File: src/rtl/csa_4sub_pipe_pkg.sv
// Shared constants and elaboration checks for the four-operand carry-save subtractor.
package csa_4sub_pipe_pkg;

   localparam int unsigned MaxStage  = 3;
   localparam int unsigned GuardBits = 2;

   function automatic bit legal_width(int unsigned w);
      return (w == 4) || (w == 8) || (w == 16) || (w == 32);
   endfunction

   // Internal signed width: one guard bit for the overflow range, one for the sign.
   function automatic int unsigned int_width(int unsigned w);
      return w + GuardBits;
   endfunction

   function automatic bit legal_stage(int unsigned s);
      return s <= MaxStage;
   endfunction

endpackage

File: src/rtl/csa_4sub_pipe_if.sv
// Operand/result bundle with valid/ready handshakes for csa_4sub_pipe.
interface csa_4sub_pipe_if #(
   parameter int unsigned Width = 32
);
   logic             i_vld;
   logic             o_rdy;
   logic             i_bw;
   logic [Width-1:0] i_y;
   logic [Width-1:0] i_z;
   logic [Width-1:0] i_a;
   logic [Width-1:0] i_b;
   logic             o_vld;
   logic             i_rdy;
   logic [Width-1:0] o_d;
   logic             o_neg;
   logic             o_ovf;

   modport master (
      output i_vld, i_bw, i_y, i_z, i_a, i_b, i_rdy,
      input  o_rdy, o_vld, o_d, o_neg, o_ovf
   );

   modport slave (
      input  i_vld, i_bw, i_y, i_z, i_a, i_b, i_rdy,
      output o_rdy, o_vld, o_d, o_neg, o_ovf
   );
endinterface

File: src/rtl/csa_sub_pipe_stage.sv
// One valid/ready register slice; accepts when empty or when its contents leave this cycle.
module csa_sub_pipe_stage #(
   parameter int unsigned DataWidth = 8
) (
   input  logic                 clk_i,
   input  logic                 rst_i,
   input  logic                 vld_i,
   input  logic [DataWidth-1:0] data_i,
   output logic                 rdy_o,
   output logic                 vld_o,
   output logic [DataWidth-1:0] data_o,
   input  logic                 rdy_i
);

   logic                 vld_q;
   logic [DataWidth-1:0] data_q;

   always_comb begin
      rdy_o  = !vld_q || rdy_i;
      vld_o  = vld_q;
      data_o = data_q;
   end

   always_ff @(posedge clk_i or posedge rst_i) begin
      if (rst_i) begin
         vld_q  <= 1'b0;
         data_q <= '0;
      end else if (rdy_o) begin
         vld_q <= vld_i;
         if (vld_i) begin
            data_q <= data_i;
         end
      end
   end

endmodule

File: src/rtl/csa_4sub_pipe.sv
// Pipelined y + z - a - b - bw via a 4:2 carry-save stage and a final carry-propagate add.
// Define CSA_SUB_SATURATE_EN to clamp o_d to 0 / all-ones on underflow / overflow.
module csa_4sub_pipe
   import csa_4sub_pipe_pkg::*;
#(
   parameter int unsigned Width = 32,
   parameter int unsigned Stage = 2
) (
   input  logic           i_clkp,
   input  logic           i_rst,
   csa_4sub_pipe_if.slave bus
);

   localparam int unsigned IW = int_width(Width);

   if (!legal_width(Width) || !legal_stage(Stage) || ($bits(bus.i_y) != Width)) begin : g_bad_param
      $error("csa_4sub_pipe: illegal Width/Stage or interface width mismatch");
   end

   logic [IW-1:0] y_x, z_x, a_n, b_n;
   logic [IW-1:0] s1, c1, s2, c2;
   logic [IW-2:0] m1, m2;

   // Correction 2 - bw rides in the free carry LSBs: 1 in c1, !bw in c2.
   always_comb begin
      y_x = IW'(bus.i_y);
      z_x = IW'(bus.i_z);
      a_n = ~IW'(bus.i_a);
      b_n = ~IW'(bus.i_b);
      s1  = y_x ^ z_x ^ a_n;
      m1  = (y_x[IW-2:0] & z_x[IW-2:0]) | (y_x[IW-2:0] & a_n[IW-2:0]) |
            (z_x[IW-2:0] & a_n[IW-2:0]);
      c1  = {m1, 1'b1};
      s2  = s1 ^ c1 ^ b_n;
      m2  = (s1[IW-2:0] & c1[IW-2:0]) | (s1[IW-2:0] & b_n[IW-2:0]) |
            (c1[IW-2:0] & b_n[IW-2:0]);
      c2  = {m2, !bus.i_bw};
   end

   logic [IW-1:0] cs_s, cs_c;
   logic          cs_vld, cs_rdy;

   if (Stage == 0) begin : g_cs_comb
      assign cs_s      = s2;
      assign cs_c      = c2;
      assign cs_vld    = bus.i_vld;
      assign bus.o_rdy = cs_rdy;
   end else begin : g_cs_reg
      logic [2*IW-1:0] cs_q;

      csa_sub_pipe_stage #(
         .DataWidth(2 * IW)
      ) u_stage1 (
         .clk_i (i_clkp),
         .rst_i (i_rst),
         .vld_i (bus.i_vld),
         .data_i({s2, c2}),
         .rdy_o (bus.o_rdy),
         .vld_o (cs_vld),
         .data_o(cs_q),
         .rdy_i (cs_rdy)
      );

      assign cs_s = cs_q[2*IW-1:IW];
      assign cs_c = cs_q[IW-1:0];
   end

   logic [IW-1:0]    r;
   logic [Width-1:0] res_d;
   logic             res_neg, res_ovf;
   logic [Width+1:0] res_w;

   always_comb begin
      r       = cs_s + cs_c;
      res_neg = r[IW-1];
      res_ovf = !r[IW-1] && r[IW-2];
      res_d   = r[Width-1:0];
`ifdef CSA_SUB_SATURATE_EN
      if (res_neg) begin
         res_d = '0;
      end else if (res_ovf) begin
         res_d = '1;
      end
`endif
      res_w = {res_neg, res_ovf, res_d};
   end

   if (Stage <= 1) begin : g_res_comb
      assign bus.o_vld = cs_vld;
      assign cs_rdy    = bus.i_rdy;
      assign bus.o_neg = res_w[Width+1];
      assign bus.o_ovf = res_w[Width];
      assign bus.o_d   = res_w[Width-1:0];
   end else begin : g_res_reg
      // Index 0 is the resolved result entering the chain, Stage-1 the output slice.
      logic [Stage-1:0]              vld_c;
      logic [Stage-1:0]              rdy_c;
      logic [Stage-1:0][Width+1:0]   dat_c;

      assign vld_c[0]        = cs_vld;
      assign dat_c[0]        = res_w;
      assign cs_rdy          = rdy_c[0];
      assign rdy_c[Stage-1]  = bus.i_rdy;

      for (genvar k = 0; k < Stage - 1; k++) begin : g_slice
         csa_sub_pipe_stage #(
            .DataWidth(Width + 2)
         ) u_stage (
            .clk_i (i_clkp),
            .rst_i (i_rst),
            .vld_i (vld_c[k]),
            .data_i(dat_c[k]),
            .rdy_o (rdy_c[k]),
            .vld_o (vld_c[k+1]),
            .data_o(dat_c[k+1]),
            .rdy_i (rdy_c[k+1])
         );
      end

      assign bus.o_vld = vld_c[Stage-1];
      assign bus.o_neg = dat_c[Stage-1][Width+1];
      assign bus.o_ovf = dat_c[Stage-1][Width];
      assign bus.o_d   = dat_c[Stage-1][Width-1:0];
   end

endmodule

File: src/flat_wrapper.sv
// flat-port wrapper written by rule: the top's interface ports become plain ports
module csa_4sub_pipe_flat import csa_4sub_pipe_pkg::*;
#(
   parameter int unsigned Width = 32,
   parameter int unsigned Stage = 2
)
  (i_clkp, i_rst, bus_i_vld, bus_i_bw, bus_i_y, bus_i_z, bus_i_a, bus_i_b, bus_i_rdy, bus_o_rdy, bus_o_vld, bus_o_d, bus_o_neg, bus_o_ovf);
  csa_4sub_pipe_if #(.Width(Width)) bus_i ();
  input  logic i_clkp;
  input  logic i_rst;
  input wire logic [$bits(bus_i.i_vld)-1:0] bus_i_vld;
  input wire logic [$bits(bus_i.i_bw)-1:0] bus_i_bw;
  input wire logic [$bits(bus_i.i_y)-1:0] bus_i_y;
  input wire logic [$bits(bus_i.i_z)-1:0] bus_i_z;
  input wire logic [$bits(bus_i.i_a)-1:0] bus_i_a;
  input wire logic [$bits(bus_i.i_b)-1:0] bus_i_b;
  input wire logic [$bits(bus_i.i_rdy)-1:0] bus_i_rdy;
  output wire logic [$bits(bus_i.o_rdy)-1:0] bus_o_rdy;
  output wire logic [$bits(bus_i.o_vld)-1:0] bus_o_vld;
  output wire logic [$bits(bus_i.o_d)-1:0] bus_o_d;
  output wire logic [$bits(bus_i.o_neg)-1:0] bus_o_neg;
  output wire logic [$bits(bus_i.o_ovf)-1:0] bus_o_ovf;
  assign bus_i.i_vld = bus_i_vld;
  assign bus_i.i_bw = bus_i_bw;
  assign bus_i.i_y = bus_i_y;
  assign bus_i.i_z = bus_i_z;
  assign bus_i.i_a = bus_i_a;
  assign bus_i.i_b = bus_i_b;
  assign bus_i.i_rdy = bus_i_rdy;
  assign bus_o_rdy = bus_i.o_rdy;
  assign bus_o_vld = bus_i.o_vld;
  assign bus_o_d = bus_i.o_d;
  assign bus_o_neg = bus_i.o_neg;
  assign bus_o_ovf = bus_i.o_ovf;
  csa_4sub_pipe #(.Width(Width), .Stage(Stage)) u_core (.i_clkp(i_clkp), .i_rst(i_rst), .bus(bus_i));
endmodule
File: config.mk
export PLATFORM = sky130hd
export DESIGN_NAME = csa_4sub_pipe_flat
export DESIGN_NICKNAME = d
export VERILOG_FILES = /design/src/rtl/csa_4sub_pipe_pkg.sv /design/src/rtl/csa_4sub_pipe_if.sv /design/src/rtl/csa_sub_pipe_stage.sv /design/src/rtl/csa_4sub_pipe.sv /design/src/flat_wrapper.sv
export SDC_FILE = /design/constraint.sdc
export NUM_CORES = 1
export LEC_CHECK = 0
export CAP_MARGIN = 25
export CORE_UTILIZATION = 53
export CTS_CLUSTER_SIZE = 16
export DETAILED_ROUTE_END_ITERATION = 8
export GPL_TIMING_DRIVEN = 0
export PLACE_DENSITY = 0.82
export SYNTH_ARGS = -nofsm -noshare
export SYNTH_HDL_FRONTEND = slang
export SYNTH_SLANG_ARGS = --single-unit
File: constraint.sdc
create_clock -name i_clkp -period 9.95 [get_ports i_clkp]
set_input_delay 2.985 -clock i_clkp [delete_from_list [all_inputs] [get_ports i_clkp]]
set_output_delay 2.985 -clock i_clkp [all_outputs]
set_load 0.005 [all_outputs]
# Word-level counts from Yosys, hierarchy flattened
# Cells that the tools add are included.
# totals
reg_bits	104
output_inout_bits	36
word_cells	30
# op_classes
n_addsub	1
n_bitwise	16
reduce_logical	9
# op_table
cell	count
$or A33 B33 Y33	4
$xor A34 B34 Y34	3
$and A33 B33 Y33	3
$not A32 Y34	2
$and A32 B33 Y33	2
$add A34 B34 Y34	1
$and A32 B32 Y32	1
$xor A32 B32 Y32	1
$logic_not A1 Y1	4
$reduce_and A2 Y1	2
$logic_or A1 B1 Y1	2
$logic_and A1 B1 Y1	1

# Depth between registers and ports, before layout
# logic_depth
word_depth	7
depth_mapped	10
mapped_depth_nobuf	10

# By module
# A second synthesis with hierarchy kept.
# hier_totals
cells_unflattened	681
area_unflattened_um2	7749.9
# by_module_without_submodules
mod	instances	cells_per_inst	area_each_um2	seq_area_each_um2
csa_4sub_pipe	1	457	3626.0	0.0
csa_sub_pipe_stage (u_core.g_cs_reg.u_stage1)	1	148	2656.3	1726.7
csa_sub_pipe_stage (u_core.g_res_reg.g_slice[0].u_stage)	1	76	1467.7	875.8

# Worst setup path before layout
# No wires, ideal clock.
# synth_path
kind	input to output
startpoint	in bus_i_rdy
endpoint	out bus_o_rdy
t_arrival_ps	3174
setup_slack_ps	3791
stages	1
n_path_buf	0
cell_sequence	nand3b_1
# synth_between
elab_chain_len	2
# synth_lines
item	line	text
from (decl)	flat_wrapper.sv:17	input wire logic [$bits(bus_i.i_rdy)-1:0] bus_i_rdy;
$logic_or A1 B1 Y1 (2 in series)	csa_sub_pipe_stage.sv:19	rdy_o = !vld_q || rdy_i;
to (decl)	flat_wrapper.sv:18	output wire logic [$bits(bus_i.o_rdy)-1:0] bus_o_rdy;
# Every way passes these cells.

# Final worst setup path
# Ends and elaborated chain as after synthesis.

==> results.sh <==
export IMPL_pin_count=169
export IMPL_via_count=5818
export IMPL_finalHoldViolCount=0
export IMPL_rr_startpoint="u_core.g_cs_reg.u_stage1.data_o[0]"
export IMPL_crit_path_end_kind="primary output"
export IMPL_timing_final_max_slew_violations=0
export IMPL_numClockSinks=103
export IMPL_cts_hold_buf=0
export IMPL_wirelength_um=17640
export IMPL_grt_pass1_vias=6087
export IMPL_leakagePower_nw=4.118
export IMPL_rsz0062_at_grt="no"
export IMPL_avgSynthCellArea_um2=9.649
export IMPL_firstDrtPassIters=5
export IMPL_synth_top_cells_by_area="dfrtp_1 (37%), fa_1 (18%), o21ai_0 (7.1%)"
export IMPL_gp_congestion=0.8884
export IMPL_crit_arrival_ns=4.18
export IMPL_cts_resized=0
export IMPL_yosysSeqAreaShare_pct=37.15
export IMPL_min_to="u_core.g_res_reg.g_slice[0].u_stage.data_o[16]"
export IMPL_slowest_delay_ns=0.54
export IMPL_crit_type="input port to primary output"
export IMPL_drc=0
export IMPL_ys_ff_latch=103
export IMPL_yosys_warnings=0
export IMPL_cts_htree_levels=3
export IMPL_die_area_um2=13550
export IMPL_worstSetupStartpointType="input port"
export IMPL_worstSkewPairLatency_ns=0.36
export IMPL_num_rows=41
export IMPL_synth_edf_count=0
export IMPL_synth_cell_types=53
export IMPL_antenna_found_initial=0
export IMPL_drive_above_1_share_pct=3.208
export IMPL_ctsLongestPathBuffers=2
export IMPL_initialDrtViolationCount=268
export IMPL_cts_tree="done"
export IMPL_crit_fanout=4
export IMPL_setup_tns_ns=0
export IMPL_grt_max_degree=54
export IMPL_regToRegSetupSlack_ns=6.57
export IMPL_syn_to_final_growth_pct=32.23
export IMPL_crit_start="bus_i_rdy"
export IMPL_timing_hold_ws_ns=0.4819
export IMPL_status="complete, no violations"
export IMPL_syn_num_nets=950
export IMPL_critical_path_top_delay_family="buffers and inverters"
export IMPL_grt_util_all_layers_pct=28.00
export IMPL_routedWlPerCell_um=16.40
export IMPL_timing_critical_path_buf_inv=2
export IMPL_core_area_um2=12670
export IMPL_crit_required_ns=6.97
export IMPL_port_buffer_count=168
export IMPL_hold_depth=2
export IMPL_drtAntennaViolNets=0
export IMPL_synthArstFlopShare_pct=100.0
export IMPL_clock_root_buffer="clkbuf_16"
export IMPL_yosysTopAreaCell="dfrtp_1"
export IMPL_relSlewSlack_pct=50.23
export IMPL_fmax_mhz=139.5
export IMPL_crit_chain="clkdlybuf4s50_1 > nand3b_1 > clkdlybuf4s50_1"
export IMPL_cap_violations=0
export IMPL_cpMaxStageDelayCell="clkdlybuf4s50_1"
export IMPL_final_nets=1130
export IMPL_synth_cells=719
export IMPL_syn_area_um2=6938
export IMPL_fin_worst_skew_ns=0.004107
export IMPL_setup_viol=0
export IMPL_dp_hpwl_um=14140
export IMPL_pre_cts_slack_ns=2.806
export IMPL_n_antenna_cell=0
export IMPL_cp_common_cell="clkdlybuf4s50_1"
export IMPL_peakVddDrop_mv=0.1005
export IMPL_die_h_um=116.4
export IMPL_reg2reg_depth=10
export IMPL_pwr_density_cell_nw_per_um2=206.3
export IMPL_r2r_end="u_core.g_res_reg.g_slice[0].u_stage.data_o[30]"
export IMPL_die_x_um=116.4
export IMPL_period_minus_slack_ns=7.168
export IMPL_synth_top_area_share_pct=37.15
export IMPL_grt_pass1_wl_um=28720
export IMPL_worst_pin_slew_ns=0.7466
export IMPL_setup_slack_ns=2.782
export IMPL_layoutNonFillerInstCount=1076
export IMPL_hp_start="u_core.g_res_reg.g_slice[0].u_stage.data_o[16]"
export IMPL_post_cts_buffers=0
export IMPL_start_util_pct=54.75
export IMPL_via_per_inst=5.407
export IMPL_dpl_cell_count=1060
export IMPL_finalCritPeriodShare_pct=72.04
export IMPL_path_clk_slew_ns=0.07
export IMPL_hold_class="flip-flop to flip-flop"
export IMPL_synth_top_flop_cell="dfrtp_1"
export IMPL_grt_overflow=0
export IMPL_numCtsBuffers=9
==> synth_stat cells, drive strengths merged (9+ instances only) <==
cell type    n
a21o        13
a21oi       30
a31oi        9
clkbuf      27
dfrtp      103
fa          64
ha          34
inv         71
nand2      126
nand3       10
nor2        19
o21ai      102
xnor2       10
xor2        17
==> per-layer routing <==
layer / vias up / global-route usage, % / wire (µm)
li1: 2767 / - / -
met4: 0 / 7.949 / 246
met5: - / 0 / 0
met3: 20 / 4.203 / 802
met2: 163 / 50.49 / 9100
met1: 2868 / 34.85 / 7492
==> report_power, final <==
group	internal, mW	switching, mW
Clock	0.205	0.164
Combinational	0.430	0.465
Sequential	0.545	0.0837
==> placed cells by master, fill, tap and decap left out, types with 19 or more instances in the layout <==
cell type,instances
nand2_1,126
nor2_1,19
dfrtp_1,103
o21ai_0,99
inv_1,70
clkbuf_1,28
clkdlybuf4s50_1,168
ha_1,34
a21oi_1,30
fa_1,64
==> registers in the layout, summed over array words and instances (netlist names) <==
name / count
u_core.g_cs_reg.u_stage1.data_o: 67
u_core.g_cs_reg.u_stage1.vld_o: 1
u_core.g_res_reg.g_slice.u_stage.data_o: 34
u_core.g_res_reg.g_slice.u_stage.vld_o: 1
==> final cells by class <==
type / count / area, µm²
Clock buffer: 11 / 242.7
Sequential cell: 103 / 2577
Inverter: 71 / 269.0
Timing Repair Buffer: 169 / 1709
Fill cell: 967 / 3497
Multi-Input combinational cell: 514 / 3975
Buffer: 31 / 118.9
Tap cell: 172 / 215.2
Clock inverter: 5 / 66.31
==> worst max path at each step <==
stage | end | slack (ns) | cells past startpoint
global route | bus_o_rdy | 2.76 | 3
finish | bus_o_rdy | 2.78 | 3
CTS | bus_o_rdy | 2.80 | 3
detailed placement | bus_o_rdy | 2.81 | 3
global placement | bus_o_rdy | 2.82 | 3
floorplan | bus_o_rdy | 3.79 | 1
==> logic make-up (layout without fill, tap and decap cells) <==
family                   Yosys count  in the layout  share of synthesized area (%)
AND/OR/NAND/NOR                  195            195                          12.21
AO/OA/AOI/OAI                    191            191                          16.63
buffers and inverters            102            287                          5.555
adder cells (fa/ha/maj)           98             98                          24.60
XOR/XNOR                          27             27                          3.408
flip-flops                       103            103                          37.15
multiplexers                       3              3                         0.4509
==> worst reg2reg max path, delay by kind of cell, from the launching register on <==
| family | cells | cell delay [ns] |
|---|---|---|
| muxes | 1 | 0.29 |
| and+or+nand+nor | 1 | 0.17 |
| adders and majority gates | 2 | 0.64 |
| DFF | 1 | 0.40 |
| AOI/OAI and AO/OA | 6 | 1.76 |
==> metrics by stage <==
step	utilization, %	cell area [µm²]	total power [mW]
2_1_floorplan	-	6938	1.151
3_3_place_gp	69.72	8835	1.494
3_5_place_dp	69.96	8865	1.525
4_1_cts	72.40	9174	1.897
5_1_grt	72.40	9174	2.027
6_report	72.40	9174	1.893
Note: power is estimated with default switching activity, not from simulation.
